[src/rtl/leds_report_pkg.sv]
// Shared constants, transmitter state encoding and the character lookup used
// by the LED-word UART reporter.
package leds_report_pkg;

    localparam logic [7:0] ASCII_0          = 8'h30;
    localparam logic [7:0] ASCII_1          = 8'h31;
    localparam logic [7:0] ASCII_LF         = 8'h0A;
    localparam int         CHARS_PER_REPORT = 33;
    localparam int         CHAR_IDX_W       = 6;

    typedef enum logic [1:0] {
        IDLE,
        START,
        DATA,
        STOP
    } tx_state_t;

    // Character idx of a report: bits 31..0 as '0'/'1', then a line feed.
    function automatic logic [7:0] report_char(input logic [31:0]           word,
                                               input logic [CHAR_IDX_W-1:0] idx);
        logic [4:0] bit_sel;
        bit_sel = 5'd31 - idx[4:0];
        if (idx >= CHAR_IDX_W'(CHARS_PER_REPORT - 1)) begin
            return ASCII_LF;
        end
        return word[bit_sel] ? ASCII_1 : ASCII_0;
    endfunction

endpackage

[src/rtl/uart_tx_byte.sv]
// 8N1 byte serialiser with a valid/ready input. Ready is also raised in the
// last stop-bit cycle so a following byte starts with no idle gap.
module uart_tx_byte
    import leds_report_pkg::*;
#(
    parameter int CLKS_PER_BIT = 16
) (
    input  logic       clk,
    input  logic       rst_n,
    input  logic [7:0] data,
    input  logic       valid,
    output logic       ready,
    output logic       txd,
    output logic       idle
);

    localparam int                BAUD_W    = $clog2(CLKS_PER_BIT);
    localparam logic [BAUD_W-1:0] BAUD_LAST = BAUD_W'(CLKS_PER_BIT - 1);

    tx_state_t         state, state_next;
    logic [BAUD_W-1:0] baud_cnt, baud_cnt_next;
    logic [2:0]        bit_idx, bit_idx_next;
    logic [7:0]        shifter, shifter_next;
    logic              txd_next;
    logic              bit_end;

    assign bit_end = (baud_cnt == BAUD_LAST);
    assign ready   = (state == IDLE) || ((state == STOP) && bit_end);
    assign idle    = (state == IDLE);

    // NOTE: every output of this block gets a default first, so no path can infer a latch.
    always_comb begin
        state_next    = state;
        baud_cnt_next = baud_cnt;
        bit_idx_next  = bit_idx;
        shifter_next  = shifter;
        txd_next      = txd;

        unique case (state)
            IDLE: begin
                if (valid) begin
                    state_next    = START;
                    baud_cnt_next = '0;
                    shifter_next  = data;
                    txd_next      = 1'b0;
                end
            end
            START: begin
                if (bit_end) begin
                    state_next    = DATA;
                    baud_cnt_next = '0;
                    bit_idx_next  = 3'd0;
                    txd_next      = shifter[0];
                end else begin
                    baud_cnt_next = baud_cnt + BAUD_W'(1);
                end
            end
            DATA: begin
                if (bit_end) begin
                    baud_cnt_next = '0;
                    if (bit_idx == 3'd7) begin
                        state_next = STOP;
                        txd_next   = 1'b1;
                    end else begin
                        bit_idx_next = bit_idx + 3'd1;
                        shifter_next = {1'b0, shifter[7:1]};
                        txd_next     = shifter[1];
                    end
                end else begin
                    baud_cnt_next = baud_cnt + BAUD_W'(1);
                end
            end
            STOP: begin
                if (bit_end) begin
                    baud_cnt_next = '0;
                    if (valid) begin
                        state_next   = START;
                        shifter_next = data;
                        txd_next     = 1'b0;
                    end else begin
                        state_next = IDLE;
                        txd_next   = 1'b1;
                    end
                end else begin
                    baud_cnt_next = baud_cnt + BAUD_W'(1);
                end
            end
            default: begin
                state_next = IDLE;
                txd_next   = 1'b1;
            end
        endcase
    end

    // NOTE: state registers use non-blocking assignments so every flop samples pre-edge values.
    always_ff @(posedge clk or negedge rst_n) begin
        if (!rst_n) begin
            state    <= IDLE;
            baud_cnt <= '0;
            bit_idx  <= '0;
            shifter  <= '0;
            txd      <= 1'b1;
        end else begin
            state    <= state_next;
            baud_cnt <= baud_cnt_next;
            bit_idx  <= bit_idx_next;
            shifter  <= shifter_next;
            txd      <= txd_next;
        end
    end

endmodule

[src/rtl/leds_uart_reporter.sv]
// Watches a 32-bit LED word, queues every change in a small FIFO and reports
// each snapshot over UART as 32 ASCII binary digits plus a line feed.
module leds_uart_reporter
    import leds_report_pkg::*;
#(
    parameter int CLKS_PER_BIT = 16,
    parameter int FIFO_DEPTH   = 4
) (
    input  logic        CLK,
    input  logic        RESET,
    input  logic [31:0] LEDS,
    output logic        TXD,
    output logic        BUSY,
    output logic        OVERFLOW
);

    localparam int                    PTR_W     = $clog2(FIFO_DEPTH);
    localparam logic [CHAR_IDX_W-1:0] LAST_CHAR = CHAR_IDX_W'(CHARS_PER_REPORT - 1);

    logic [31:0]           prev_leds;
    logic [31:0]           fifo_mem [FIFO_DEPTH];
    logic [PTR_W:0]        wr_ptr;
    logic [PTR_W:0]        rd_ptr;
    logic                  fifo_empty;
    logic                  fifo_full;
    logic [31:0]           fifo_head;

    logic [31:0]           snapshot;
    logic [CHAR_IDX_W-1:0] char_idx;
    logic                  report_active;

    logic                  change;
    logic                  push;
    logic                  pop;
    logic                  take;
    logic                  tx_valid;
    logic                  tx_ready;
    logic                  tx_idle;
    logic [7:0]            tx_data;

    // Pointers carry one wrap bit so full and empty are distinguishable.
    assign fifo_empty = (wr_ptr == rd_ptr);
    assign fifo_full  = (wr_ptr[PTR_W] != rd_ptr[PTR_W]) &&
                        (wr_ptr[PTR_W-1:0] == rd_ptr[PTR_W-1:0]);
    assign fifo_head  = fifo_mem[rd_ptr[PTR_W-1:0]];

    // The first character of a new report comes straight from the FIFO head,
    // so the pop and the start bit land on the same edge.
    assign tx_valid = report_active || !fifo_empty;
    assign tx_data  = report_active ? report_char(snapshot, char_idx)
                                    : report_char(fifo_head, '0);
    assign take     = tx_valid && tx_ready;
    assign pop      = take && !report_active;

    assign change   = (LEDS != prev_leds);
    assign push     = change && (!fifo_full || pop);

    assign BUSY     = !tx_idle || !fifo_empty;

    always_ff @(posedge CLK or negedge RESET) begin
        if (!RESET) begin
            prev_leds     <= '0;
            wr_ptr        <= '0;
            rd_ptr        <= '0;
            OVERFLOW      <= 1'b0;
            snapshot      <= '0;
            char_idx      <= '0;
            report_active <= 1'b0;
        end else begin
            prev_leds <= LEDS;

            if (push) begin
                wr_ptr <= wr_ptr + 1'b1;
            end
            if (pop) begin
                rd_ptr <= rd_ptr + 1'b1;
            end
            if (change && !push) begin
                OVERFLOW <= 1'b1;
            end

            if (take) begin
                if (!report_active) begin
                    snapshot      <= fifo_head;
                    char_idx      <= CHAR_IDX_W'(1);
                    report_active <= 1'b1;
                end else if (char_idx == LAST_CHAR) begin
                    char_idx      <= '0;
                    report_active <= 1'b0;
                end else begin
                    char_idx <= char_idx + CHAR_IDX_W'(1);
                end
            end
        end
    end

    // NOTE: FIFO storage has no reset; the reset pointers alone define which entries are valid.
    always_ff @(posedge CLK) begin
        if (push) begin
            fifo_mem[wr_ptr[PTR_W-1:0]] <= LEDS;
        end
    end

    uart_tx_byte #(
        .CLKS_PER_BIT(CLKS_PER_BIT)
    ) u_tx (
        .clk  (CLK),
        .rst_n(RESET),
        .data (tx_data),
        .valid(tx_valid),
        .ready(tx_ready),
        .txd  (TXD),
        .idle (tx_idle)
    );

endmodule

[config.mk]
export PLATFORM = sky130hd
export DESIGN_NAME = leds_uart_reporter
export DESIGN_NICKNAME = d
export VERILOG_FILES = /design/src/rtl/leds_report_pkg.sv /design/src/rtl/uart_tx_byte.sv /design/src/rtl/leds_uart_reporter.sv
export SDC_FILE = /design/constraint.sdc
export NUM_CORES = 1
export LEC_CHECK = 0
export CORE_UTILIZATION = 63
export CTS_BUF_LIST = sky130_fd_sc_hd__clkbuf_4 sky130_fd_sc_hd__clkbuf_8
export DETAILED_ROUTE_END_ITERATION = 10
export HOLD_SLACK_MARGIN = 0.06
export PLACE_DENSITY = 0.85
export SLEW_MARGIN = 20
export SYNTH_ARGS = -nofsm -noshare
export SYNTH_HDL_FRONTEND = slang
export SYNTH_HIERARCHICAL = 1
export SYNTH_SLANG_ARGS = --single-unit
[constraint.sdc]
create_clock -name CLK -period 5.9 [get_ports CLK]
set_input_delay 0.885 -clock CLK [delete_from_list [all_inputs] [get_ports CLK]]
set_output_delay 0.885 -clock CLK [all_outputs]
set_load 0.05 [all_outputs]
==> results.sh <==
export IMPL_status="finished clean"
export IMPL_critical_path_max_stage_delay_ns=0.65
export IMPL_critical_path_required_ns=6.14
export IMPL_dr_max_layer_used="met4"
export IMPL_finalMaxSlewViolations=0
export IMPL_synth_area_leaders="edfxtp_1 41%, dfrtp_1 26%, mux4_2 8.7%"
export IMPL_tritoncts="done"
export IMPL_cts_hold_repair_buffers=0
export IMPL_layout_nets=636
export IMPL_top_ff_cell_synth="edfxtp_1"
export IMPL_synth_top_cell_area_share=0.414
export IMPL_slowest_stage_cell_on_the_critical_path="nor4_1"
export IMPL_antenna_found_initial=0
export IMPL_core_rowCount=43
export IMPL_timing_hold_violations_final=0
export IMPL_final_period_minus_worst_setup_slack_ns=3.51
export IMPL_vias_per_cell=6.01
export IMPL_grt_pass1_wl_mm=27.4
export IMPL_max_slew_worst_pin_slew_ns=1.04
export IMPL_route_met2_wl_mm=8.50
export IMPL_post_synth_cell_area_avg_um2=17.8
export IMPL_cts_root_buffer_cell="clkbuf_8"
export IMPL_final_setup_viol_count=0
export IMPL_timing_critical_path_arrival_ns=3.75
export IMPL_full_die_area_um2=15200
export IMPL_areaGrowthSynthToFinish_pct=13.6
export IMPL_cp_buf_inv_count=2
export IMPL_floorplan_initialDensity=0.658
export IMPL_final_wirelength_mm=17.1
export IMPL_path_cells="clkdlybuf4s50_1 > xnor2_1 > nand4_1 > nor4_1 > a21oi_2 > and2_1 > buf_4"
export IMPL_clock_path_buffers=3
export IMPL_path_class="primary input to flip-flop"
export IMPL_maxClockFrequency_ghz=0.285
export IMPL_final_layout_size_suffix_gt1_frac=0.238
export IMPL_grt_start_max_net_pins=51
export IMPL_leakage_nw=3.90
export IMPL_vias=4769
export IMPL_synth_yosys_seq_area_share=0.673
export IMPL_timing_max_slew_rel_slack=0.306
export IMPL_syn_inst=520
export IMPL_gp_routability_congestion=0.776
export IMPL_critical_path_max_fanout=20
export IMPL_antenna_cells=0
export IMPL_cts_post_setup_buffers_inserted=0
export IMPL_ioPinCount=37
export IMPL_tritoncts_sink_count=224
export IMPL_yosys_warnings=6
export IMPL_cts_resized_gates=0
export IMPL_m1WireLength_mm=7.27
export IMPL_unrepaired_setup_endpoints_after_global_routing="no"
export IMPL_cts_buffers=37
export IMPL_worst_path_dominant_cell_family="simple AND/OR/NAND/NOR gates"
export IMPL_layout_setup_ws_ns=2.39
export IMPL_detail_route_iter0_violations=324
export IMPL_cts_htree_levels=2
export IMPL_worst_clock_skew_ns=0.0121
export IMPL_half_perimeter_wire_length_after_placement_mm=10.8
export IMPL_io_buffer_count=36
export IMPL_grt_overflow_total=0
export IMPL_timing_critical_path_from_type="primary input"
export IMPL_period_share=0.595
export IMPL_synth_edff_count=128
export IMPL_grt_pass1_vias=5130
export IMPL_clk_insertion_delay_late_ns=0.52
export IMPL_synth_async_reset_ratio=0.429
export IMPL_hp_class="primary input to async pin"
export IMPL_finalSetupTns_ns=0
export IMPL_p_per_area_nw_per_um2=316
export IMPL_path_clk_slew_ns=0.06
export IMPL_initial_drt_pass_iterations=4
export IMPL_drt_drc_violations_left=0
export IMPL_synthDistinctLibCells=61
export IMPL_design_core_area_um2=14100
export IMPL_ys_seq_elements=224
export IMPL_wl_met3_um=992
export IMPL_grt_util_all_layers=0.249
export IMPL_synth_top_cell_by_area="edfxtp_1"
export IMPL_postLayoutCoreUtil=0.748
export IMPL_die_h_um=123
export IMPL_antenna_violating_nets_left=0
export IMPL_max_cap_violation_count=0
export IMPL_irDropWorstVdd_mv=0.249
export IMPL_critical_path_endpoint_type="flip-flop"
export IMPL_avgRoutedWirePerCell_um=21.6
export IMPL_mappedNetlistArea_um2=9280
export IMPL_pre_cts_slack_ns=1.96
export IMPL_floorplan_die_width_um=123
[Yosys cell counts (2+ instances only)]
cell type and count:
and2_1 3, nand4_1 8, inv_1 11, buf_6 6, nor3_1 2, nor2_1 6, mux2_1 23, dfrtp_1 95
a21oi_1 3, o21ai_0 8, mux4_2 36, a21o_1 5, ha_1 16, nand2_1 19, and4_1 2, edfxtp_1 128
nor4_1 2, o211ai_1 2, clkbuf_1 5, nand3b_1 3, and3_1 4, nor2b_1 2, o31ai_1 4, xor2_4 2
xnor2_1 34, xor2_1 2, a211oi_1 2, mux2_4 2, mux4_1 2, mux2i_1 9, mux2_2 26, nand2b_1 9
nand3_1 8, buf_2 4
[cell families (layout without fill, tap and decap cells)]
| group | after synthesis | count (layout) | synth area share |
|---|---|---|---|
| buffers and inverters | 29 | 121 | 0.0177 |
| AND/OR/NAND/NOR | 75 | 75 | 0.0468 |
| other | 1 | 3 | 0.000404 |
| adder cells (fa/ha/maj) | 16 | 16 | 0.0216 |
| XOR/XNOR | 39 | 39 | 0.0417 |
| flip-flops | 224 | 224 | 0.673 |
| AO/OA/AOI/OAI | 38 | 38 | 0.0330 |
| multiplexers | 98 | 98 | 0.165 |
[power by group]
| part | leakage, nW | internal [mW] | switching, mW | total (mW) |
|---|---|---|---|---|
| sequential | 2.28 | 1.70 | 0.0533 | 1.75 |
| combinational | 1.22 | 0.136 | 0.126 | 0.262 |
| clock | 0.394 | 0.730 | 0.588 | 1.32 |
[state kept, by name, indices dropped and copies added, names as in the netlist, 2 cells and up]
register / count
char_idx: 6
fifo_mem: 128
prev_leds: 32
rd_ptr: 3
snapshot: 32
u_tx/baud_cnt: 4
u_tx/bit_idx: 3
u_tx/shifter: 8
u_tx/state: 2
wr_ptr: 3
[metrics by stage]
| stage | power [mW] | cells | cell area (um^2) | hold slack, ns |
|---|---|---|---|---|
| 2_1_floorplan | 1.94 | 522 | 9290 | 0.449 |
| 3_3_place_gp | 2.03 | 727 | 9810 | 0.463 |
| 3_5_place_dp | 2.04 | 727 | 9810 | 0.472 |
| 4_1_cts | 3.36 | 794 | 10500 | 0.386 |
| 5_1_grt | 3.46 | 794 | 10500 | 0.419 |
| 6_report | 3.33 | 794 | 10500 | 0.386 |
[final cells by class]
type / count / area (um^2)
clock buffer: 53 / 667
clock inverter: 14 / 65.1
fill: 820 / 3550
inverter: 11 / 41.3
multi-input combinational: 269 / 2890
sequential: 224 / 6250
tap: 180 / 225
timing repair buffer: 43 / 410
[metal layers]
| metal | vias to the layer above | track usage |
|---|---|---|
| met3 | 28 | 0.0470 |
| met5 | - | 0 |
| li1 | 2133 | - |
| met4 | 0 | 0.108 |
| met2 | 127 | 0.394 |
| met1 | 2481 | 0.342 |
[path summary, 6_finish.rpt]
path | slack [ns] | cells past startpoint | from | endpoint
setup / recovery | 2.39 | 7 | LEDS[25] | fifo_mem[2][29]$_DFFE_PP_
hold / removal | 0.39 | 1 | RESET | snapshot[9]$_DFFE_PN0P_
setup reg to reg | 2.76 | 9 | u_tx/baud_cnt[0]$_DFFE_PN0N_ | fifo_mem[2][29]$_DFFE_PP_
hold reg to reg | 0.48 | 1 | snapshot[24]$_DFFE_PN0P_ | snapshot[24]$_DFFE_PN0P_
max in group asynchronous | 4.38 | 2 | RESET | rd_ptr[0]$_DFFE_PN0P_
min in group CLK | 0.48 | 1 | snapshot[24]$_DFFE_PN0P_ | snapshot[24]$_DFFE_PN0P_
[cells in the final DEF, fill, tap and decap left out, drive strengths merged, types with 13 or more instances in the layout]
master,netlist,routed
xnor2,34,34
dfrtp,95,95
ha,16,16
mux4,38,38
clkinv,0,13
clkdlybuf4s50,0,35
mux2,51,51
edfxtp,128,128
clkbuf,6,53
nand2,19,19
(Power assumes the default switching activity.)
